File: src/rtl/l2_request_arbiter_if.sv
// Bundle of L1 instruction-cache, L1 data-cache and L2 request/response
// signals that pass through the L2 request arbiter.
// slave  : the arbiter's view (takes L1 requests, drives the L2 request).
// master : the surrounding caches' view (drives L1 requests, drives L2 response).
interface l2_request_arbiter_if #(
    parameter int ADDR_W = 32,
    parameter int LINE_W = 256
);
    logic              i_mem_read;
    logic              i_mem_write;
    logic [ADDR_W-1:0] i_address;
    logic [LINE_W-1:0] i_wdata;
    logic              i_resp;
    logic [LINE_W-1:0] i_rdata;

    logic              d_mem_read;
    logic              d_mem_write;
    logic [ADDR_W-1:0] d_address;
    logic [LINE_W-1:0] d_wdata;
    logic              d_resp;
    logic [LINE_W-1:0] d_rdata;

    logic              l2_mem_read;
    logic              l2_mem_write;
    logic [ADDR_W-1:0] l2_address;
    logic [LINE_W-1:0] l2_wdata;
    logic              l2_resp;
    logic [LINE_W-1:0] l2_rdata;

    logic              grant_d;
    logic              busy;

    modport slave (
        input  i_mem_read, i_mem_write, i_address, i_wdata,
        output i_resp, i_rdata,
        input  d_mem_read, d_mem_write, d_address, d_wdata,
        output d_resp, d_rdata,
        output l2_mem_read, l2_mem_write, l2_address, l2_wdata,
        input  l2_resp, l2_rdata,
        output grant_d, busy
    );

    modport master (
        output i_mem_read, i_mem_write, i_address, i_wdata,
        input  i_resp, i_rdata,
        output d_mem_read, d_mem_write, d_address, d_wdata,
        input  d_resp, d_rdata,
        input  l2_mem_read, l2_mem_write, l2_address, l2_wdata,
        output l2_resp, l2_rdata,
        input  grant_d, busy
    );
endinterface

File: src/rtl/l2_request_arbiter.sv
// L2 request arbiter: shares one unified L2 cache between the L1 I-cache and
// the L1 D-cache. One grant at a time; while held, the winner's request is
// forwarded to L2 and the L2 response strobe is returned only to the winner.
// Every grant is followed by at least one IDLE cycle.
// Build option: define L2_ARB_ROUND_ROBIN_EN to break I/D ties by alternating
// against the last completed grant; otherwise D always wins ties.
module l2_request_arbiter #(
    parameter int ADDR_W = 32,
    parameter int LINE_W = 256
) (
    input logic                  clk,
    input logic                  reset,
    l2_request_arbiter_if.slave  bus
);
    typedef enum logic [1:0] {
        IDLE    = 2'd0,
        GRANT_I = 2'd1,
        GRANT_D = 2'd2
    } state_t;

    state_t            state;
    logic              busy_q;
    logic              grant_d_q;
    logic              last_d;       // 1 = last completed grant went to D
    logic              i_req;
    logic              d_req;
    logic              d_wins_tie;

    logic              l2_read;
    logic              l2_write;
    logic [ADDR_W-1:0] l2_addr;
    logic [LINE_W-1:0] l2_data;
    logic              i_resp;
    logic              d_resp;

    // A port is requesting when it asserts read, write, or both.
    assign i_req = bus.i_mem_read | bus.i_mem_write;
    assign d_req = bus.d_mem_read | bus.d_mem_write;

`ifdef L2_ARB_ROUND_ROBIN_EN
    // Tie goes to whichever port did not complete the previous grant.
    assign d_wins_tie = ~last_d;
`else
    // Fixed priority: D wins every tie whatever the grant history says.
    assign d_wins_tie = last_d | ~last_d;
`endif

    // Grant FSM with registered busy/grant_d and last-grant history.
    always_ff @(posedge clk or negedge reset) begin
        if (!reset) begin
            state     <= IDLE;
            busy_q    <= 1'b0;
            grant_d_q <= 1'b0;
            last_d    <= 1'b0;
        end else begin
            case (state)
                IDLE: begin
                    if (d_req && (!i_req || d_wins_tie)) begin
                        state     <= GRANT_D;
                        busy_q    <= 1'b1;
                        grant_d_q <= 1'b1;
                    end else if (i_req) begin
                        state     <= GRANT_I;
                        busy_q    <= 1'b1;
                        grant_d_q <= 1'b0;
                    end
                end
                GRANT_I: begin
                    if (bus.l2_resp) begin
                        state  <= IDLE;
                        busy_q <= 1'b0;
                        last_d <= 1'b0;
                    end else if (!i_req) begin
                        // Abort: requester withdrew before L2 answered.
                        state  <= IDLE;
                        busy_q <= 1'b0;
                    end
                end
                GRANT_D: begin
                    if (bus.l2_resp) begin
                        state     <= IDLE;
                        busy_q    <= 1'b0;
                        grant_d_q <= 1'b0;
                        last_d    <= 1'b1;
                    end else if (!d_req) begin
                        state     <= IDLE;
                        busy_q    <= 1'b0;
                        grant_d_q <= 1'b0;
                    end
                end
                default: begin
                    state     <= IDLE;
                    busy_q    <= 1'b0;
                    grant_d_q <= 1'b0;
                end
            endcase
        end
    end

    // Forward the owner's request to L2 and steer the response strobe back.
    always_comb begin
        l2_read  = 1'b0;
        l2_write = 1'b0;
        l2_addr  = '0;
        l2_data  = '0;
        i_resp   = 1'b0;
        d_resp   = 1'b0;
        case (state)
            GRANT_I: begin
                l2_read  = bus.i_mem_read;
                l2_write = bus.i_mem_write;
                l2_addr  = bus.i_address;
                l2_data  = bus.i_wdata;
                i_resp   = bus.l2_resp;
            end
            GRANT_D: begin
                l2_read  = bus.d_mem_read;
                l2_write = bus.d_mem_write;
                l2_addr  = bus.d_address;
                l2_data  = bus.d_wdata;
                d_resp   = bus.l2_resp;
            end
            default: ;
        endcase
    end

    assign bus.l2_mem_read  = l2_read;
    assign bus.l2_mem_write = l2_write;
    assign bus.l2_address   = l2_addr;
    assign bus.l2_wdata     = l2_data;
    assign bus.i_resp       = i_resp;
    assign bus.d_resp       = d_resp;
    // Read data is broadcast; only the response strobe identifies the owner.
    assign bus.i_rdata      = bus.l2_rdata;
    assign bus.d_rdata      = bus.l2_rdata;
    assign bus.busy         = busy_q;
    assign bus.grant_d      = grant_d_q;
endmodule

File: src/flat_wrapper.sv
// flat-port wrapper written by rule: the top's interface ports become plain ports
module l2_request_arbiter_flat 
#(
    parameter int ADDR_W = 32,
    parameter int LINE_W = 256
)
  (clk, reset, bus_i_mem_read, bus_i_mem_write, bus_i_address, bus_i_wdata, bus_i_resp, bus_i_rdata, bus_d_mem_read, bus_d_mem_write, bus_d_address, bus_d_wdata, bus_d_resp, bus_d_rdata, bus_l2_mem_read, bus_l2_mem_write, bus_l2_address, bus_l2_wdata, bus_l2_resp, bus_l2_rdata, bus_grant_d, bus_busy);
  l2_request_arbiter_if #(.ADDR_W(ADDR_W), .LINE_W(LINE_W)) bus_i ();
  input logic clk;
  input logic reset;
  input wire logic [$bits(bus_i.i_mem_read)-1:0] bus_i_mem_read;
  input wire logic [$bits(bus_i.i_mem_write)-1:0] bus_i_mem_write;
  input wire logic [$bits(bus_i.i_address)-1:0] bus_i_address;
  input wire logic [$bits(bus_i.i_wdata)-1:0] bus_i_wdata;
  output wire logic [$bits(bus_i.i_resp)-1:0] bus_i_resp;
  output wire logic [$bits(bus_i.i_rdata)-1:0] bus_i_rdata;
  input wire logic [$bits(bus_i.d_mem_read)-1:0] bus_d_mem_read;
  input wire logic [$bits(bus_i.d_mem_write)-1:0] bus_d_mem_write;
  input wire logic [$bits(bus_i.d_address)-1:0] bus_d_address;
  input wire logic [$bits(bus_i.d_wdata)-1:0] bus_d_wdata;
  output wire logic [$bits(bus_i.d_resp)-1:0] bus_d_resp;
  output wire logic [$bits(bus_i.d_rdata)-1:0] bus_d_rdata;
  output wire logic [$bits(bus_i.l2_mem_read)-1:0] bus_l2_mem_read;
  output wire logic [$bits(bus_i.l2_mem_write)-1:0] bus_l2_mem_write;
  output wire logic [$bits(bus_i.l2_address)-1:0] bus_l2_address;
  output wire logic [$bits(bus_i.l2_wdata)-1:0] bus_l2_wdata;
  input wire logic [$bits(bus_i.l2_resp)-1:0] bus_l2_resp;
  input wire logic [$bits(bus_i.l2_rdata)-1:0] bus_l2_rdata;
  output wire logic [$bits(bus_i.grant_d)-1:0] bus_grant_d;
  output wire logic [$bits(bus_i.busy)-1:0] bus_busy;
  assign bus_i.i_mem_read = bus_i_mem_read;
  assign bus_i.i_mem_write = bus_i_mem_write;
  assign bus_i.i_address = bus_i_address;
  assign bus_i.i_wdata = bus_i_wdata;
  assign bus_i_resp = bus_i.i_resp;
  assign bus_i_rdata = bus_i.i_rdata;
  assign bus_i.d_mem_read = bus_d_mem_read;
  assign bus_i.d_mem_write = bus_d_mem_write;
  assign bus_i.d_address = bus_d_address;
  assign bus_i.d_wdata = bus_d_wdata;
  assign bus_d_resp = bus_i.d_resp;
  assign bus_d_rdata = bus_i.d_rdata;
  assign bus_l2_mem_read = bus_i.l2_mem_read;
  assign bus_l2_mem_write = bus_i.l2_mem_write;
  assign bus_l2_address = bus_i.l2_address;
  assign bus_l2_wdata = bus_i.l2_wdata;
  assign bus_i.l2_resp = bus_l2_resp;
  assign bus_i.l2_rdata = bus_l2_rdata;
  assign bus_grant_d = bus_i.grant_d;
  assign bus_busy = bus_i.busy;
  l2_request_arbiter #(.ADDR_W(ADDR_W), .LINE_W(LINE_W)) u_core (.clk(clk), .reset(reset), .bus(bus_i));
endmodule
File: config.mk
export PLATFORM = sky130hd
export DESIGN_NAME = l2_request_arbiter_flat
export DESIGN_NICKNAME = d
export VERILOG_FILES = /design/src/rtl/l2_request_arbiter_if.sv /design/src/rtl/l2_request_arbiter.sv /design/src/flat_wrapper.sv
export SDC_FILE = /design/constraint.sdc
export NUM_CORES = 1
export LEC_CHECK = 0
export ABC_CLOCK_PERIOD_IN_PS = 3340
export CAP_MARGIN = 20
export CORE_AREA = 3 3 646 648
export DETAILED_ROUTE_END_ITERATION = 7
export DIE_AREA = 0 0 649 651
export SETUP_SLACK_MARGIN = 0.3
export SYNTH_ARGS = -nofsm -noshare
export SYNTH_HDL_FRONTEND = slang
export SYNTH_SLANG_ARGS = --single-unit
File: constraint.sdc
create_clock -name clk -period 3.34 [get_ports clk]
set_clock_uncertainty 0.05 [all_clocks]
set_input_delay 0.334 -clock clk [delete_from_list [all_inputs] [get_ports clk]]
set_output_delay 0.334 -clock clk [all_outputs]
set_load 0.005 [all_outputs]
==> results.yml, run 1 <==
critical_path:
  critical_path_class: "reg -> out"
  arrival_ns: 2.61
  crit_path_start_kind: "flip-flop"
  crit_path_start: "u_core.state[1]"
  endpoint_kind: "output port"
  worstReg2RegStart: "u_core.state[0]"
  worstPathMaxFanout: 69
  cp.required_ns: 2.96
yosys:
  ys_seq_area_share_pct: 1.18
  synth_fp_nets: 2054
  synthSimpleGateAreaFrac_pct: 22.0
  yosys.area_share.xor_xnor_pct: 0
  ys_ff_latch: 4
  yosys.area_share.adder_pct: 0.442
  syn_area_um2: 8500
  postSynthAreaPerCell_um2: 7.01
  synthCells: 1212
  synth_top_family_by_area: "buffers and inverters"
  synth_mux_area_share_pct: 0.515
  synth_cell_types: 18
  synth_warnings: 0
  synth_compound_area_share_pct: 25.9
cts:
  cts_tree: "built"
  clock_path_buffers: 2
  root_buffer: "clkbuf_16"
  clkTransAtPathRegs_ns: 0.03
  worstSkewPairLatency_ns: 0.23
  clkSinkCount: 4
  cts_buffers: 3
  h-tree-depth: 1
  hold_buffers: 0
layout:
  nNetsFinal: 2358
  regArea_um2: 100
  multi_input_area_um2: 4200
  layout_common_cells: "clkdlybuf4s50_1, nor2b_1, a22oi_1"
  fillers: 48700
  final_layout_size_suffix_gt1_share_pct: 14.3
  final_cells: 7032
  stdcell_area_um2: 21400
  syn2layout_area_growth_pct: 151
  final_common_cell: "clkdlybuf4s50_1"
grt:
  grt_use_total_pct: 16.7
  grt_pass1_wl_mm: 395
  gr-usage-met3_pct: 21.8
  gr-total-overflow: 0
  use_met1_pct: 10.7
  met2_usage_pct: 28.1
  grt_busiest_layer: "met2"
  grt_pass1_vias: 10900
  grt_max_degree: 92
  grt_antenna_before_repair: 338
sta:
  fin_setup_tns_ns: 0
  finalSetupViolCount: 0
  worst_pin_slew_ns: 1.16
  final_max_slew_viol_count: 0
  post-route-period-util_pct: 89.7
  slew-limit-headroom_pct: 22.7
  hold_viol_final: 0
  rsz0062_at_grt: "yes"
  fin_crit_ns: 3.00
  max_freq_mhz: 334
die:
  dieArea_um2: 422000
  initial_utilization_pct: 2.06
  rows: 236
  die_h_um: 651
  die_x_um: 649
  core_area_um2: 413000
  pin_count: 1645
place:
  hpwlAfterDp_mm: 355
  port-buffer-count: 876
  dp_cells: 6984
  place_area_um2: 21100
  finalWeightedCongestion: 0.942
pwr:
  powerDensity_nw_per_um2: 553
  p_leak_nw: 5.24
  ir_worst_vdd_mv: 0.635
route:
  viasPerCell: 1.82
  dr_total_vias: 12800
  drt_first_pass_iters: 8
  routedWlPerCell_um: 52.2
  routed_wl_mm: 367
  drt_iter0_drc: 1107
  drc: 0
  antenna_left: 0
flow_run:
  cap_violations: 0
outcome:
  status: "completed"
hold_path:
  min_path_type: "in -> async"
==> layer usage <==
metal / part of all wire [%] / vias to the layer above / wire (um)
met2: 47 / 2353 / 171000
met1: 22 / 5236 / 80600
met3: 28 / 796 / 103000
met5: 0.34 / - / 1240
met4: 3.2 / 108 / 11600
li1: - / 4281 / -
==> critical path, stage by stage (launching register included) <==
cell,delay [ns]
dfrtp_1,0.41
inv_1,0.18
ha_4,0.34
buf_16,0.27
a22oi_1,0.33
nor2b_1,0.19
clkdlybuf4s50_1,0.51
==> path summary, 6_finish.rpt <==
path	end	slack, ns	cells past startpoint
worst max-delay path	bus_l2_wdata[21]	0.34	6
worst min-delay path	u_core.bus.busy	0.30	1
worst max register to register	u_core.bus.busy	1.14	6
worst min register to register	u_core.bus.busy	0.45	1
max in group asynchronous	u_core.bus.grant_d	2.77	1
min in group clk	u_core.bus.busy	0.45	1
==> logic make-up (layout without fill, tap and decap cells) <==
group / count (synthesis) / after routing
other: 0 / 44
DFF: 4 / 4
AOI/OAI and AO/OA: 291 / 291
buffers and inverters: 611 / 913
and+or+nand+nor: 299 / 299
muxes: 4 / 4
adders and majority gates: 3 / 3
==> layout make-up <==
type / count / area share (%)
repair buffers: 907 / 46.9
multi-input cells: 597 / 19.7
diodes: 44 / 0.515
well taps: 5474 / 32.1
clock buffers: 3 / 0.351
flip-flops and latches: 4 / 0.469
inverters: 3 / 0.0527
==> state kept, by name (all words and copies together), names as in the netlist <==
name / count
u_core.state: 2
u_core.bus.grant_d: 1
u_core.bus.busy: 1
==> power by group <==
| part | leakage, nW | internal (mW) | switching (mW) |
|---|---|---|---|
| combinational | 5.15 | 5.08 | 6.46 |
| clock | 0.0372 | 0.153 | 0.0332 |
| sequential | 0.0493 | 0.0707 | 0.0168 |
==> synthesized netlist by cell type <==
master	n	area share [%]
and2_1	2	0.15
mux2_2	1	0.13
dfrtp_1	4	1.2
nand3_1	2	0.12
nand2_1	1	0.044
or3b_4	1	0.13
nor2_1	2	0.088
o311ai_4	1	0.31
mux2i_1	1	0.12
ha_1	3	0.44
mux2_1	2	0.26
buf_1	14	0.62
buf_4	512	45
inv_1	3	0.13
a22oi_1	290	26
buf_2	26	1.5
nor2b_1	291	21
clkbuf_1	56	2.5
==> per-stage QoR <==
| stage | hold WS (ns) | total power [mW] | worst slack, ns | utilization, % |
|---|---|---|---|---|
| after global routing | 0.299 | 12.5 | 0.296 | 5.17 |
| final | 0.298 | 11.8 | 0.344 | 5.18 |
| after detailed placement | 0.433 | 11.6 | 0.507 | 5.13 |
| after CTS | 0.301 | 11.8 | 0.299 | 5.15 |
| after global placement | 0.436 | 11.5 | 0.518 | 5.12 |
| after floorplan | -0.0116 | 4.04 | 1.57 | - |
==> repair_timing <==
| item | 4_1_cts | 5_1_grt |
|---|---|---|
| setup endpoints to repair | 2 | 8 |
| pin swaps | 0 | 1 |
| gates resized for setup | 2 | 4 |
| setup buffers | 0 | 1 |
Power figures use the tool's default switching activity.
==> inputs of run 2 (changes only) <==
--- a/config.mk
+++ b/config.mk
@@ -5,12 +5,13 @@
 export SDC_FILE = /design/constraint.sdc
 export NUM_CORES = 1
 export LEC_CHECK = 0
-export ABC_CLOCK_PERIOD_IN_PS = 3340
+export ABC_CLOCK_PERIOD_IN_PS = 2750
 export CAP_MARGIN = 20
-export CORE_AREA = 3 3 646 648
+export CORE_AREA = 3 3 634 636
 export DETAILED_ROUTE_END_ITERATION = 7
-export DIE_AREA = 0 0 649 651
+export DIE_AREA = 0 0 637 639
 export SETUP_SLACK_MARGIN = 0.3
 export SYNTH_ARGS = -nofsm -noshare
 export SYNTH_HDL_FRONTEND = slang
 export SYNTH_SLANG_ARGS = --single-unit
+export TNS_END_PERCENT = 100
==> constraint.sdc (replaced) <==
create_clock -name clk -period 2.75 [get_ports clk]
set_clock_uncertainty 0.05 [all_clocks]
set_input_delay 0.275 -clock clk [delete_from_list [all_inputs] [get_ports clk]]
set_output_delay 0.275 -clock clk [all_outputs]
set_load 0.005 [all_outputs]
==> run 2 against run 1 <==
Core utilization is 1.0 points higher. Combinational power rose by 69%. Hold slack worse by 0.049 ns. Sequential share of layout area decreased by 0.061 points. First-iteration DRC count fell by 0.27%. Die area decreased by 3.7%. Final area is 15% higher.
==> results.yml, run 2 (same netlist as run 1, synthesis figures left out) <==
sta:
  hold_viol_final: 0
  finalWorstSetupSlack_ns: 0.168
  final_max_slew_viol_count: 0
  fin_setup_tns_ns: 0
  max_freq_mhz: 387
  worst_pin_slew_ns: 0.560
  rsz0062_at_grt: "yes"
  finalSetupViolCount: 0
  post-route-period-util_pct: 93.9
  slew-limit-headroom_pct: 62.7
  fin_crit_ns: 2.58
die:
  rows: 231
  die_x_um: 637
  dieArea_um2: 407000
  pin_count: 1645
  core_area_um2: 396000
  initial_utilization_pct: 2.14
  die_h_um: 639
route:
  routed_wl_mm: 371
  drt_first_pass_iters: 5
  routedWlPerCell_um: 53.5
  antenna_left: 0
  drt_iter0_drc: 1104
  drc: 0
  viasPerCell: 1.94
  dr_total_vias: 13500
cts:
  root_buffer: "clkbuf_16"
  h-tree-depth: 1
  cts_tree: "built"
  worstSkewPairLatency_ns: 0.24
  cts_buffers: 3
  clock_path_buffers: 2
  clkTransAtPathRegs_ns: 0.03
  clkSinkCount: 4
place:
  port-buffer-count: 876
  place_area_um2: 21800
  dp_slack_ns: 0.0226
  hpwlAfterDp_mm: 349
  finalWeightedCongestion: 1.03
grt:
  grt_max_degree: 51
  grt_pass1_wl_mm: 395
  grt_antenna_before_repair: 325
  grt_pass1_vias: 11800
  gr-total-overflow: 0
  grt_use_total_pct: 17.3
pwr:
  fin_total_pwr_mw: 19.7
  ir_worst_vdd_mv: 0.428
  p_leak_nw: 7.15
  powerDensity_nw_per_um2: 804
critical_path:
  crit_path_start_kind: "flip-flop"
  reg2reg_depth: 9
  critical_path_class: "reg -> out"
  worstReg2RegStart: "u_core.state[0]"
  cp.required_ns: 2.42
  endpoint_kind: "output port"
  reg2reg_slack_ns: 0.37
  arrival_ns: 2.26
  r2r_end: "u_core.state[1]"
  worstPathMaxFanout: 13
layout:
  final_common_cell: "clkdlybuf4s50_1"
  regMostFlops: "u_core.state"
  nNetsFinal: 2452
  final_layout_size_suffix_gt1_share_pct: 35.2
  stdcell_area_um2: 24500
  final_core_util_pct: 6.19
  largest_reg_flops: 2
  syn2layout_area_growth_pct: 189
  layout_common_cells: "clkdlybuf4s50_1, a22oi_1, buf_12"
outcome:
  status: "completed"
flow_run:
  cap_violations: 0
hold_path:
  min_path_type: "in -> async"
[run 2: final cells by class]
cell class / instances / area (um2)
multi-input cells: 597 / 5170
well taps: 5242 / 6560
flip-flops and latches: 4 / 100
fillers: 46400 / 372000
diodes: 85 / 213
repair buffers: 1001 / 12400
clock buffers: 3 / 75.1
inverters: 3 / 11.3
[run 2: power by group]
part           total, mW  switching (mW)  internal (mW)  leakage (nW)
Sequential         0.103          0.0169         0.0859        0.0493
Combinational       19.4            9.57           9.83          7.06
Clock              0.230          0.0439          0.186        0.0375
Total               19.7            9.64           10.1          7.15
[run 2: critical path, stage by stage (launching register included)]
cell and delay [ns]:
dfrtp_1 0.39, buf_4 0.15, ha_4 0.20, buf_12 0.16, buf_16 0.16, a22oi_2 0.37
nor2b_4 0.07, clkdlybuf4s50_1 0.47
[run 2: per-stage QoR]
| step | cells | hold slack [ns] |
|---|---|---|
| finish | 6935 | 0.248 |
| global route | 6907 | 0.255 |
| CTS | 6818 | 0.251 |
| detailed placement | 6769 | 0.435 |
| global placement | 6769 | 0.432 |
| floorplan | 1212 | -0.0706 |
[run 2: worst max-delay path by stage]
stage	start	to	cells past startpoint
6_report	u_core.state[1]	bus_l2_address[20]	7
5_1_grt	u_core.state[1]	bus_l2_wdata[71]	8
3_5_place_dp	u_core.state[1]	bus_l2_wdata[185]	7
4_1_cts	u_core.state[1]	bus_l2_address[18]	7
2_1_floorplan	u_core.state[1]	bus_l2_wdata[140]	6
3_3_place_gp	u_core.state[1]	bus_l2_wdata[185]	7
[run 2: timing repair]
action | CTS | global route
cloned | 14 | 11
pin swaps | 13 | 20
resized for setup | 210 | 221
hold buffers | 0 | 0
setup buffers | 32 | 21
endpoints found under the setup margin | 243 | 208
[run 2: per-layer routing]
metal / vias up / wire (um) / GRT usage (%)
met4: 114 / 11700 / 3.79
met5: - / 1630 / 1.55
met1: 5623 / 82100 / 11.0
met3: 742 / 105000 / 23.1
li1: 4543 / - / -
met2: 2433 / 170000 / 28.7
